==> src/rtl/issue_scoreboard_pkg.sv <==
// Shared definitions for the issue scoreboard: default sizes, register-index
// width and the instruction field layout used by the decoder.
package issue_scoreboard_pkg;

  localparam int NUM_REGS_DEF     = 32;
  localparam int MAX_INFLIGHT_DEF = 4;
  localparam int REG_IDX_W        = 5;
  localparam int INFLIGHT_W       = 3;
  localparam int STALL_W          = 32;

  // Instruction field positions (msb/lsb pairs)
  localparam int OPC_MSB = 4;
  localparam int OPC_LSB = 0;
  localparam int RD_MSB  = 9;
  localparam int RD_LSB  = 5;
  localparam int RS_MSB  = 14;
  localparam int RS_LSB  = 10;
  localparam int RT_MSB  = 19;
  localparam int RT_LSB  = 15;
  localparam int L_MSB   = 31;
  localparam int L_LSB   = 20;

  typedef logic [REG_IDX_W-1:0] reg_idx_t;

endpackage

==> src/rtl/issue_scoreboard_pending_file.sv <==
// Per-register pending bits with set/clear and three bypassed lookups:
// a clear in the current cycle hides the bit from the lookups immediately.
module sb_pending_file
  import issue_scoreboard_pkg::*;
#(
  parameter int NUM_REGS = NUM_REGS_DEF
) (
  input  logic     clk,
  input  logic     reset,
  input  logic     set_en,
  input  reg_idx_t set_idx,
  input  logic     clr_en,
  input  reg_idx_t clr_idx,
  input  reg_idx_t look_a,
  input  reg_idx_t look_b,
  input  reg_idx_t look_c,
  output logic     busy_a,
  output logic     busy_b,
  output logic     busy_c
);

  logic [NUM_REGS-1:0] pending;
  logic [NUM_REGS-1:0] set_vec;
  logic [NUM_REGS-1:0] clr_vec;

  always_comb begin
    set_vec = '0;
    clr_vec = '0;
    if (set_en && (int'(set_idx) < NUM_REGS)) set_vec[set_idx] = 1'b1;
    if (clr_en && (int'(clr_idx) < NUM_REGS)) clr_vec[clr_idx] = 1'b1;
  end

  // Set is applied after clear so a same-cycle reissue of r keeps r pending.
  always_ff @(posedge clk or posedge reset) begin
    if (reset) pending <= '0;
    else       pending <= (pending & ~clr_vec) | set_vec;
  end

  always_comb begin
    busy_a = 1'b0;
    busy_b = 1'b0;
    busy_c = 1'b0;
    if (int'(look_a) < NUM_REGS) busy_a = pending[look_a] && !(clr_en && clr_idx == look_a);
    if (int'(look_b) < NUM_REGS) busy_b = pending[look_b] && !(clr_en && clr_idx == look_b);
    if (int'(look_c) < NUM_REGS) busy_c = pending[look_c] && !(clr_en && clr_idx == look_c);
  end

endmodule

==> src/rtl/issue_scoreboard.sv <==
// In-order issue scoreboard: blocks RAW/WAW hazards on pending destination
// registers and limits the number of uncommitted instructions.
module issue_scoreboard
  import issue_scoreboard_pkg::*;
#(
  parameter int NUM_REGS     = NUM_REGS_DEF,
  parameter int MAX_INFLIGHT = MAX_INFLIGHT_DEF
) (
  input  logic                  clk,
  input  logic                  reset,
  input  logic                  iss_valid,
  input  logic [REG_IDX_W-1:0]  iss_rd,
  input  logic [REG_IDX_W-1:0]  iss_rs,
  input  logic [REG_IDX_W-1:0]  iss_rt,
  input  logic                  iss_rd_we,
  input  logic                  iss_rs_used,
  input  logic                  iss_rt_used,
  output logic                  iss_ready,
  input  logic                  wb_valid,
  input  logic [REG_IDX_W-1:0]  wb_rd,
  output logic [INFLIGHT_W-1:0] inflight,
  output logic [STALL_W-1:0]    stall_cnt,
  output logic                  sb_error
);

  localparam logic [INFLIGHT_W-1:0] MAX_CNT = INFLIGHT_W'(MAX_INFLIGHT);

  logic [INFLIGHT_W-1:0] inflight_q;
  logic [STALL_W-1:0]    stall_q;
  logic                  error_q;
  logic                  busy_rd, busy_rs, busy_rt;
  logic                  hazard, room, fire, retire, stalled;

  sb_pending_file #(.NUM_REGS(NUM_REGS)) u_pending (
    .clk     (clk),
    .reset   (reset),
    .set_en  (fire && iss_rd_we),
    .set_idx (iss_rd),
    .clr_en  (wb_valid),
    .clr_idx (wb_rd),
    .look_a  (iss_rd),
    .look_b  (iss_rs),
    .look_c  (iss_rt),
    .busy_a  (busy_rd),
    .busy_b  (busy_rs),
    .busy_c  (busy_rt)
  );

  assign hazard  = (iss_rs_used && busy_rs) || (iss_rt_used && busy_rt) || (iss_rd_we && busy_rd);
  assign room    = (inflight_q < MAX_CNT) || wb_valid;
  assign iss_ready = !hazard && room;
  assign fire    = iss_valid && iss_ready;
  // A commit with nothing in flight is a protocol error and must not underflow.
  assign retire  = wb_valid && (inflight_q != '0);
  assign stalled = iss_valid && !iss_ready;

  always_ff @(posedge clk or posedge reset) begin
    if (reset) begin
      inflight_q <= '0;
      stall_q    <= '0;
      error_q    <= 1'b0;
    end else begin
      case ({fire, retire})
        2'b10:   inflight_q <= inflight_q + 1'b1;
        2'b01:   inflight_q <= inflight_q - 1'b1;
        default: inflight_q <= inflight_q;
      endcase
      if (stalled && (stall_q != '1)) stall_q <= stall_q + 1'b1;
      if (wb_valid && (inflight_q == '0)) error_q <= 1'b1;
    end
  end

  assign inflight  = inflight_q;
  assign stall_cnt = stall_q;
  assign sb_error  = error_q;

endmodule

==> config.mk <==
export PLATFORM = sky130hd
export DESIGN_NAME = issue_scoreboard
export DESIGN_NICKNAME = d
export VERILOG_FILES = /design/src/rtl/issue_scoreboard_pkg.sv /design/src/rtl/issue_scoreboard_pending_file.sv /design/src/rtl/issue_scoreboard.sv
export SDC_FILE = /design/constraint.sdc
export NUM_CORES = 1
export LEC_CHECK = 0
export ABC_AREA = 1
export BUFFER_PORTS_ARGS = -buffer_cell sky130_fd_sc_hd__buf_2
export CORE_MARGIN = 4
export CORE_UTILIZATION = 56
export CTS_CLUSTER_DIAMETER = 40
export CTS_CLUSTER_SIZE = 28
export DETAILED_ROUTE_END_ITERATION = 6
export HOLD_SLACK_MARGIN = 0.02
export PLACE_DENSITY = 0.77
export SKIP_LAST_GASP = 1
export SLEW_MARGIN = 20
export SYNTH_ARGS = -nofsm -noshare
export SYNTH_HDL_FRONTEND = slang
export SYNTH_SLANG_ARGS = --single-unit
==> constraint.sdc <==
create_clock -name clk -period 3.4 [get_ports clk]
set_input_delay 0.17 -clock clk [delete_from_list [all_inputs] [get_ports clk]]
set_output_delay 0.17 -clock clk [all_outputs]
set_load 0.05 [all_outputs]
======== Word-level counts from Yosys, hierarchy flattened ========
Cells that the tools add are included.
Widths: inputs -> output; s select.
storage, ports and cells
  register bits after elaboration ......... 68
  bits of input ports ..................... 27
  output and inout port bits .............. 37
  logic and storage cells ................. 65
cells by class
  add/sub/neg operators ................... 3
  $lt $le $gt $ge ......................... 7
  equality and inequality tests ........... 6
  muxes and demuxes ....................... 13
  bitwise gates (word level) .............. 3
  reductions and logical operators ........ 29
operator list
  kind                   number
  $mux 32                2
  $add 32x1->32 const B  1
  $and 32x32->32         1
  $ne 32x32->1 const B   1
  $not 32->32            1
  $or 32x32->32          1
  $lt 5x6->1 const B     4
  $logic_and 1x1->1      18
  $bmux 1 s5             3
  $eq 5x5->1             3
  $demux 1 s5            2
  $ge 5x1->1 const B     2
  $pmux 3 s2             1
  $logic_not 1->1        5
  $mux 1                 5
  $add 3x1->3 const B    1
  $logic_not 3->1        1
  $logic_or 1x1->1       3
  $lt 3x3->1 const B     1
  $reduce_bool 3->1      1
  $sub 3x1->3 const B    1
  $eq 2x1->1 const B     1
  $eq 2x2->1 const B     1
  $reduce_bool 2->1      1

======== Logic depth before layout (Yosys ltp) ========
Gate-level depths: netlist of the first run.
  depth in word-level cells ............... 13
  mapped depth ............................ 21
  mapped depth without buffers ............ 19

======== Cells and area by module ========
Synthesis of the first run repeated with hierarchy kept, for this count alone.
second synthesis, totals
  cells, all modules ...................... 794
  area total of the unflattened synthesis .. 4976.0 sq um
by module, submodules not included
  module            times used  cells an instance  area each (sq um)  seq. area each (sq um)
  sb_pending_file   1           405                2526.2             800.8
  issue_scoreboard  1           389                2449.8             900.9

======== Worst setup path after synthesis of the first run ========
Ideal clock, no wire load.
  kind .................................... in2reg
  start point ............................. input port iss_rs[1]
  end point ............................... register inflight_q[2] (netlist: inflight[2])
  library setup time ...................... 131 ps
  data arrival time ....................... 2319 ps
  required time ........................... 3269 ps
  setup slack ............................. 950 ps
  cell stages on the path ................. 18
  buffers on the path ..................... 2
  path through ............................ buf_2 > clkinv_1 > nor2_1 > o21ai_0 > nand3_1 > nand3_1 > nand3_1 > nand3_1 > nand3_2 > nor2_4 > buf_4 > inv_1 > ha_1 > inv_1 > fa_1 > a21oi_1 > o21ai_0 > xor2_1
between the ends
  word-level cells in the longest chain between the ends .. 12
  elaborated cells on any way between the ends .. 16
  classes of those cells .................. eq/ne: 3; mux: 3; reduce/logical: 10
ends and longest elaborated chain
  item                                                    RTL line                             RTL
  start: declaration                                      issue_scoreboard.sv:13               input logic [REG_IDX_W-1:0] iss_rs,
  branches (longest 3 deep; another with $bmux 1 s5)      n/a
  $logic_and 1x1->1 *                                     issue_scoreboard_pending_file.sv:44  if (int'(look_b) < NUM_REGS) busy_b = pending[look_b] && !(clr_en && clr_idx == look_b);
  $logic_and 1x1->1 *                                     issue_scoreboard.sv:49               assign hazard = (iss_rs_used && busy_rs) || (iss_rt_used && busy_rt) || (iss_rd_we && busy_rd);
  $logic_or 1x1->1 * (2 in a row)                         issue_scoreboard.sv:49
  $logic_not 1->1 *                                       issue_scoreboard.sv:51               assign iss_ready = !hazard && room;
  $logic_and 1x1->1 *                                     issue_scoreboard.sv:51
  $logic_and 1x1->1 *                                     issue_scoreboard.sv:52               assign fire = iss_valid && iss_ready;
  $eq 2x1->1 / $eq 2x2->1 (equally long branches)         issue_scoreboard.sv:63               case ({fire, retire})
  $pmux 3 s2 / $reduce_bool 2->1 (equally long branches)  n/a
  end signal: assignment                                  issue_scoreboard.sv:64               2'b10: inflight_q <= inflight_q + 1'b1;
  end signal: assignment                                  issue_scoreboard.sv:65               2'b01: inflight_q <= inflight_q - 1'b1;
  end signal: assignment                                  issue_scoreboard.sv:66               default: inflight_q <= inflight_q;
  end: declaration                                        issue_scoreboard.sv:28               logic [INFLIGHT_W-1:0] inflight_q;
Every way passes the cells marked *. The select of a mux whose other input is x is not followed.
A chain may end at the register's enable or synchronous reset.

======== Worst setup path in the final report of the first run ========
  start point ............................. register u_pending.pending[16]
  end point ............................... output port iss_ready
between the ends
  word-level cells in the longest chain between the ends .. 8
  elaborated cells on any way between the ends .. 16
  classes of those cells .................. mux: 6; reduce/logical: 10
ends and longest elaborated chain
  item                                         RTL line                                                                  RTL
  start: declaration                           issue_scoreboard_pending_file.sv:22                                       logic [NUM_REGS-1:0] pending;
  start signal: assignment                     issue_scoreboard_pending_file.sv:36                                       else pending <= (pending & ~clr_vec) | set_vec;
  $bmux 1 s5, on equally long branches         issue_scoreboard_pending_file.sv:44, issue_scoreboard_pending_file.sv:45
  $mux 1, on equally long branches             issue_scoreboard_pending_file.sv:44, issue_scoreboard_pending_file.sv:45
  $logic_and 1x1->1, on equally long branches  issue_scoreboard_pending_file.sv:44, issue_scoreboard_pending_file.sv:45
  $logic_and 1x1->1                            issue_scoreboard.sv:49
  $logic_or 1x1->1                             issue_scoreboard.sv:49
  $logic_or 1x1->1 *                           issue_scoreboard.sv:49
  $logic_not 1->1 *                            issue_scoreboard.sv:51
  $logic_and 1x1->1 *                          issue_scoreboard.sv:51
  end: declaration                             issue_scoreboard.sv:18                                                    output logic iss_ready,
Mark *: on every way between the ends. The rest lies on a longest branch, timed or not. The select of a mux whose other input is x is not followed.

==> results of run 1 <==
==> registers in the layout (all words and copies together) (netlist names) <==
signal	cells
inflight	3
u_pending.pending	32
sb_error	1
stall_cnt	32
==> worst reg2reg max path: cells and delay by family, from the launching register on <==
kind                     cells  cell delay [ns]
buffers and inverters        3             0.57
AND/OR/NAND/NOR              9             1.12
flip-flops                   1             0.45
adder cells (fa/ha/maj)      1             0.32
==> how the worst max path moves through the flow <==
stage / from / to / slack, ns / cells after the start
2_1_floorplan: iss_rs[1] / inflight[2] / 0.95 / 18
3_3_place_gp: iss_rt[0] / inflight[2] / 0.65 / 17
3_5_place_dp: iss_rt[0] / inflight[2] / 0.63 / 17
4_1_cts: u_pending.pending[16] / iss_ready / 0.86 / 10
5_1_grt: stall_cnt[0] / stall_cnt[17] / 0.67 / 13
6_report: u_pending.pending[16] / iss_ready / 0.84 / 10
==> power breakdown <==
group | switching, uW | internal, uW | leakage, uW | total, uW
Clock | 347 | 267 | 0.0000820 | 614
Sequential | 131 | 917 | 0.000919 | 1050
Combinational | 613 | 234 | 0.00188 | 847
==> timing repair <==
item / in CTS / in global routing
hold endpoints to repair: 53 / 0
hold buffers: 1 / 0
gates resized for setup: 0 / 0
==> synthesized netlist by cell type, drive strengths merged <==
cell type | count | area share
nand2 | 260 | 0.19
nand3 | 111 | 0.11
nor2 | 85 | 0.064
inv | 77 | 0.056
dfrtp | 68 | 0.33
o21ai | 50 | 0.049
nand4 | 41 | 0.050
buf | 25 | 0.025
nor3 | 18 | 0.018
xor2 | 15 | 0.026
clkbuf | 13 | 0.0095
o211ai | 12 | 0.018
o22ai | 8 | 0.0098
xnor2 | 8 | 0.014
a21oi | 7 | 0.0068
nor4 | 5 | 0.0061
ha | 2 | 0.0049
or2 | 2 | 0.0024
a31o | 1 | 0.0017
and3 | 1 | 0.0012
clkinv | 1 | 0.00073
fa | 1 | 0.0039
nand3b | 1 | 0.0015
==> per-layer routing <==
metal,share of wire,vias to the layer above,GRT usage
met5,0.00086,-,0
met4,0.032,2,0.1064
met3,0.080,46,0.05473
met2,0.49,290,0.5271
met1,0.39,2675,0.3837
li1,-,2751,-
==> layout make-up <==
| type | count | share of cell area |
|---|---|---|
| tap | 108 | 0.02396 |
| multi-input combinational | 628 | 0.5227 |
| sequential | 68 | 0.3018 |
| inverter | 78 | 0.05236 |
| clock inverter | 7 | 0.008875 |
| clock buffer | 9 | 0.02197 |
| timing repair buffer | 72 | 0.06834 |
==> metrics by stage <==
step	total power, uW	utilization	worst slack [ns]	area, sq um	cells
final	2508	0.6404	0.8410	5639	970
after global routing	2658	0.6404	0.6732	5639	970
after CTS	2508	0.6404	0.8610	5639	970
after detailed placement	1898	0.6195	0.6339	5455	953
after global placement	1880	0.6192	0.6531	5453	953
after floorplan	1670	-	0.9503	5120	812
==> cells by family (layout without fill, tap and decap cells) <==
group,count (synthesis),in the layout,synth area share
AO/OA/AOI/OAI,78,78,0.08480
XOR/XNOR,23,23,0.03935
buffers and inverters,116,166,0.09188
flip-flops,68,68,0.3324
AND/OR/NAND/NOR,524,524,0.4428
adder cells (fa/ha/maj),3,3,0.008797
==> metrics.txt, run 1 <==
Initial Util=0.5814; R2R depth=13; Storage cell area=~1700 sq um; number of vias per cell=slightly below 6; Cell variety after synth=28; first-pass GRT wire length=between 20,000 and 30,000 um; fraction of layout instances using a drive strength above 1=0.1090; P_leak=0.002885 uW; core box area=8806 sq um; Area Growth Syn to Fin=10.14%; RSZ-0062 raised after global routing=false; min Tclk post-route=2.559 ns; VDD IR max=a little under 0.0005 V; fin nets=slightly below 900; final-report setup violation count=0; pwr/cell area=~440 nW/um^2; vias=roughly 5,800; vias in the first global route=between 5,000 and 6,000; largest net degree at the start of global routing=55; Post-DRT Antenna Nets=0; fillers=837; status=finished, final reports clean; total number of clock tree sinks=roughly 70; Tcrit/Tclk final=0.7526; Startpoint Class=flip-flop; reg2reg end=stall_cnt[3]; CTS Buf Count=9; Mapped Cells=812; diode count=0; 1st-pass router iterations=6; WL per Instance=roughly 17 um; Yosys warning total=0; Final Slew Violations=0; GRT Residual Overflow=0; width of the die=between 100 and 150 um; post-CTS setup repair buffer count=0; crit path capture type=output port; Root Driver=clkbuf_8; DR DRC count=0; CP max stage delay=~0.43 ns; GPL Wtd Cong=1.036; Worst Path Required=3.23 ns; Die H=between 100 and 150 um; multi-input logic area=between 2000 and 3000 sq um; CTS clock-pin slew for the worst setup and hold paths=around 0.08 ns; I/O pins=between 60 and 70; CTS H-tree lvls=3; CP cell instances=or2_2 > nand3_1 > nand3_1 > nand3_1 > nand3_1 > nand3_1 > nand3_2 > buf_4 > inv_1 > buf_2; commonest non-fill, non-tap cell in the layout=nand2_1; Die Area=roughly 11,000 sq um; TritonCTS clock tree=done; Detailed Route WL=around 16,000 um; IO buf count=63; RR Startpoint=stall_cnt[1]; Mapped Nets=roughly 840; CP bufs+invs=3; post-synthesis register bit count=68; CP top delay family=simple AND/OR/NAND/NOR gates; Max-Cap Viols=0; CP max stage cell=dfrtp_1; hold depth=2; Crit Path Max Fanout=45; hold crit path type=in -> reg; row count=34; commonest non-fill, non-tap cells in the layout=260 x nand2_1, 110 x nand3_1, 84 x nor2_1; slew margin rel.=0.5444; GRT Resource Usage Total=0.3049; Synth Cell Area=5120 sq um; final hold slack=approximately 0.24 ns; Syn Area/Cell=6.305 sq um; hold endpoint=sb_error; Clock Skews=roughly 0.015 ns; initial antenna violation count=1; min-delay src=wb_valid; Hold Fails Final Rpt=0; DRT iter0 DRCs=about 420; hpwl dp=~12,000 um; most used cell, CP=nand3_1; Worst-Skew Late Latency=0.35 ns; register area share after synthesis=0.3324; Worst Tran Pin Value=roughly 0.7 ns; Clock Tree Buf Depth=2; setup_tns=0 ns; crit path DAT=between 2 and 2.5 ns; fmax=~390 MHz; Crit Path Category=reg -> out; setup slack, reg-to-reg=slightly below 0.9 ns
(Power assumes the default switching activity.)
==> run 2, diff against run 1 <==
- ABC_AREA: 1 -> 0
- CORE_UTILIZATION: 56 -> 52
- clock period: 3.4 -> 2.1 ns (I/O delays scaled with it)
==> run 2 against run 1 <==
The run now ends with setup timing left. Sequential share of layout area decreased by 1.8 points. Register-to-register slack lost 1.5 ns. Clock skew down 0.0016 ns. Utilization grew 11 points. Via count is 26% lower. Combinational power up 130%. Area after synthesis shrank 15%. Sequential power rose by 68%. Critical path depth unchanged. Critical path type is now reg -> reg. Highest routed layer is now met4.
==> metrics.txt, run 2 <==
Clock Tree Buf Depth=2 (unchanged); sequential share of power=0.367 (was 0.418); P_leak=0.002874 uW (was 0.002885 uW); min Tclk post-route=around 2.7 ns; status=complete, but fails checks (was finished, final reports clean); DR DRC count=0 (unchanged); Worst-Skew Late Latency=0.35 ns (about the same); RR Startpoint=u_pending.pending[24] (was stall_cnt[1]); setup_tns=-34.06 ns (was 0 ns); final worst slack=-0.6126 ns (was 0.8410 ns); width of the die=99.63 um (was 103.6 um); GRT Residual Overflow=0 (unchanged); fin nets=584 (was 887); most used cell, CP=mux2i_1 (was nand3_1); Synth top cells by count=68 x dfrtp_1, 34 x xor2_1, 33 x o21ai_0 (was 260 x nand2_1, 110 x nand3_1, 84 x nor2_1); Worst Tran Pin Value=0.7296 ns (was 0.6834 ns); hold depth=2 (unchanged); clock network power share=0.226 (was 0.245); number of vias per cell=6.447 (was 5.942); Mapped Nets=444 (was 842); Yosys top cell by area=dfrtp_1 (unchanged); vias=4,281 (was 5,764); combinational power share=0.407 (was 0.338); 1st-pass router iterations=5 (was 6); share of the synthesized area in the top cell type=0.3898 (was 0.3324); Final Slew Violations=0 (unchanged); total number of clock tree sinks=68 (unchanged); sw frac=0.4002 (was 0.4349); row count=33 (was 34); Post-synth EDFFs=0 (unchanged); top cells by area, synth=dfrtp_1 39%, xor2_1 6.8%, mux2i_1 5.5% (was dfrtp_1 33%, nand2_1 19%, nand3_1 11%); Syn Area/Cell=10.54 sq um (was 6.305 sq um); Crit Path Category=reg -> reg (was reg -> out); post-synthesis register bit count=68 (unchanged); CP max stage delay=0.54 ns (was 0.43 ns); RSZ-0062 raised after global routing=true (was false); Initial Util=0.5340 (was 0.5814); hold crit path type=in -> reg (unchanged); Hold Fails Final Rpt=0 (unchanged); vias in the first global route=4,220 (was 5,389); crit path DAT=2.98 ns (was 2.39 ns); CTS clock-pin slew for the worst setup and hold paths=0.08 ns (about the same); Placement Cell Area=5451 sq um (was 5455 sq um); Post-synth ARST share=1.000 (unchanged); Primary FF master, synth=dfrtp_1 (unchanged); WL per Instance=22.57 um (was 16.72 um); diode count=0 (unchanged); hpwl dp=9758 um (was 11,920 um); fraction of layout instances using a drive strength above 1=0.5313 (was 0.1090); Clock Skews=0.01341 ns (was 0.01504 ns); GPL Wtd Cong=0.9638 (was 1.036); first-pass GRT wire length=21,980 um (was 27,190 um); setup slack, reg-to-reg=-0.61 ns (was 0.88 ns); core box area=8175 sq um (was 8806 sq um); commonest non-fill, non-tap cells in the layout=74 x buf_4, 62 x buf_2, 46 x dfrtp_1 (was 260 x nand2_1, 110 x nand3_1, 84 x nor2_1); Max-Cap Viols=0 (unchanged); CTS Buf Count=9 (unchanged); CP max stage cell=or4_4 (was dfrtp_1); Worst Path Required=2.37 ns (was 3.23 ns); R2R depth=10 (was 13); internal power=2875 uW (was 1418 uW); crit path capture type=flip-flop (was output port); final hold slack=0.06626 ns (was 0.2400 ns); initial antenna violation count=0 (was 1); DRT iter0 DRCs=568 (was 416); Area Growth Syn to Fin=39.67% (was 10.14%); largest net degree at the start of global routing=38 (was 55); fmax=between 300 and 400 MHz; Final Util=0.7458 (was 0.6404); commonest non-fill, non-tap cell in the layout=buf_4 (was nand2_1); Non-Filler Instances=664 (was 970); Psw=1918 uW (was 1091 uW); Startpoint Class=flip-flop (unchanged); reg2reg end=inflight[1] (was stall_cnt[3]); Die H=99.63 um (was 103.6 um); I/O pins=64 (unchanged); violated checks=setup timing; Cell variety after synth=62 (was 28); Mapped Cells=414 (was 812); Die Area=9925 sq um (was 10,740 sq um); Post-DRT Antenna Nets=0 (unchanged); Detailed Route WL=14,980 um (was 16,220 um); hold endpoint=sb_error (unchanged); Crit Path Max Fanout=4 (was 45); Root Driver=clkbuf_8 (unchanged); Tcrit/Tclk final=1.292; Yosys warning total=0 (unchanged); TritonCTS clock tree=done (unchanged); Synth Cell Area=4365 sq um (was 5120 sq um); final-report setup violation count=68 (was 0); fin area=6097 sq um (was 5639 sq um); GRT Resource Usage Total=0.2849 (was 0.3049); slew margin rel.=0.5129 (was 0.5444); Placed Cells=637 (was 953); CP cell instances=mux2i_1 > o22ai_1 > or4_4 > o2111ai_2 > o2111a_2 > nand2_4 > ha_4 > inv_2 > fa_2 > mux2i_1 (was or2_2 > nand3_1 > nand3_1 > nand3_1 > nand3_1 > nand3_1 > nand3_2 > buf_4 > inv_1 > buf_2); IO buf count=63 (unchanged); pwr/cell area=786.2 nW/um^2 (was 444.8 nW/um^2); min-delay src=wb_valid (unchanged); top-count cell post-synth=dfrtp_1 (was nand2_1); CTS H-tree lvls=3 (unchanged); register area share after synthesis=0.3898 (was 0.3324); VDD IR max=0.0004748 V (was 0.0004932 V)
==> run 2: repair_timing <==
| item | in CTS | in global routing |
|---|---|---|
| buffers inserted | 4 | 7 |
| resized for setup | 45 | 38 |
| pin swaps | 22 | 22 |
| hold buffers | 1 | 0 |
| endpoints found under the hold margin | 31 | 0 |
| setup endpoints to repair | 68 | 68 |
| cloned | 1 | 0 |
==> run 2: cells by family after synthesis <==
| kind of cell | count (synthesis) | synth area share |
|---|---|---|
| buffers and inverters | 33 | 0.05073 |
| multiplexers | 43 | 0.1307 |
| flip-flops | 68 | 0.3898 |
| adder cells (fa/ha/maj) | 3 | 0.01032 |
| AND/OR/NAND/NOR | 128 | 0.1966 |
| XOR/XNOR | 49 | 0.1017 |
| AO/OA/AOI/OAI | 90 | 0.1201 |
==> run 2: power groups by stage <==
stage | Combinational, uW | Clock [uW] | Sequential [uW]
finish | 1950 | 1080 | 1760
global route | 2060 | 1140 | 1770
CTS | 1820 | 1080 | 1730
detailed placement | 1620 | 0 | 1760
global placement | 1570 | 0 | 1740
floorplan | 846 | 0 | 2040
==> run 2: stage by stage <==
step | worst slack (ns) | total power [uW]
floorplan | -0.5694 | 2889
finish | -0.6126 | 4793
global route | -0.6796 | 4982
CTS | -0.5549 | 4634
global placement | -0.5964 | 3310
detailed placement | -0.6504 | 3372
==> run 2: metal layers <==
metal | GRT usage | wire length [um] | up-vias | part of all wire
li1 | - | - | 1823 | -
met1 | 0.3833 | 5798 | 2120 | 0.39
met2 | 0.4452 | 7178 | 264 | 0.48
met3 | 0.06662 | 1434 | 74 | 0.096
met4 | 0.1155 | 573 | 0 | 0.038
met5 | 0 | 0 | - | 0
==> run 2: critical path, delay by kind of cell (launching register included) <==
family                   cells  cell delay, ns
multiplexers                 2            0.38
adder cells (fa/ha/maj)      2            0.57
AND/OR/NAND/NOR              2            0.60
flip-flops                   1            0.44
buffers and inverters        1            0.05
AO/OA/AOI/OAI                3            0.61
==> run 2: area by class of cell <==
| class | count | area, sq um |
|---|---|---|
| flip-flops and latches | 68 | 1729 |
| clock buffers | 11 | 131.4 |
| fillers | 507 | 2078 |
| well taps | 105 | 131.4 |
| multi-input cells | 313 | 2890 |
| clock inverters | 5 | 53.80 |
| inverters | 8 | 30.03 |
| repair buffers | 154 | 1131 |
==> run 2: worst max-delay path by stage <==
| stage | start | endpoint | slack [ns] | cells after the start |
|---|---|---|---|---|
| after floorplan | u_pending.pending[14] | inflight[1] | -0.57 | 13 |
| after global placement | iss_rd[1] | inflight[2] | -0.60 | 16 |
| after detailed placement | iss_rd[1] | inflight[1] | -0.65 | 14 |
| after CTS | u_pending.pending[14] | inflight[1] | -0.55 | 11 |
| after global routing | u_pending.pending[26] | inflight[1] | -0.68 | 10 |
| final | u_pending.pending[24] | inflight[1] | -0.61 | 10 |
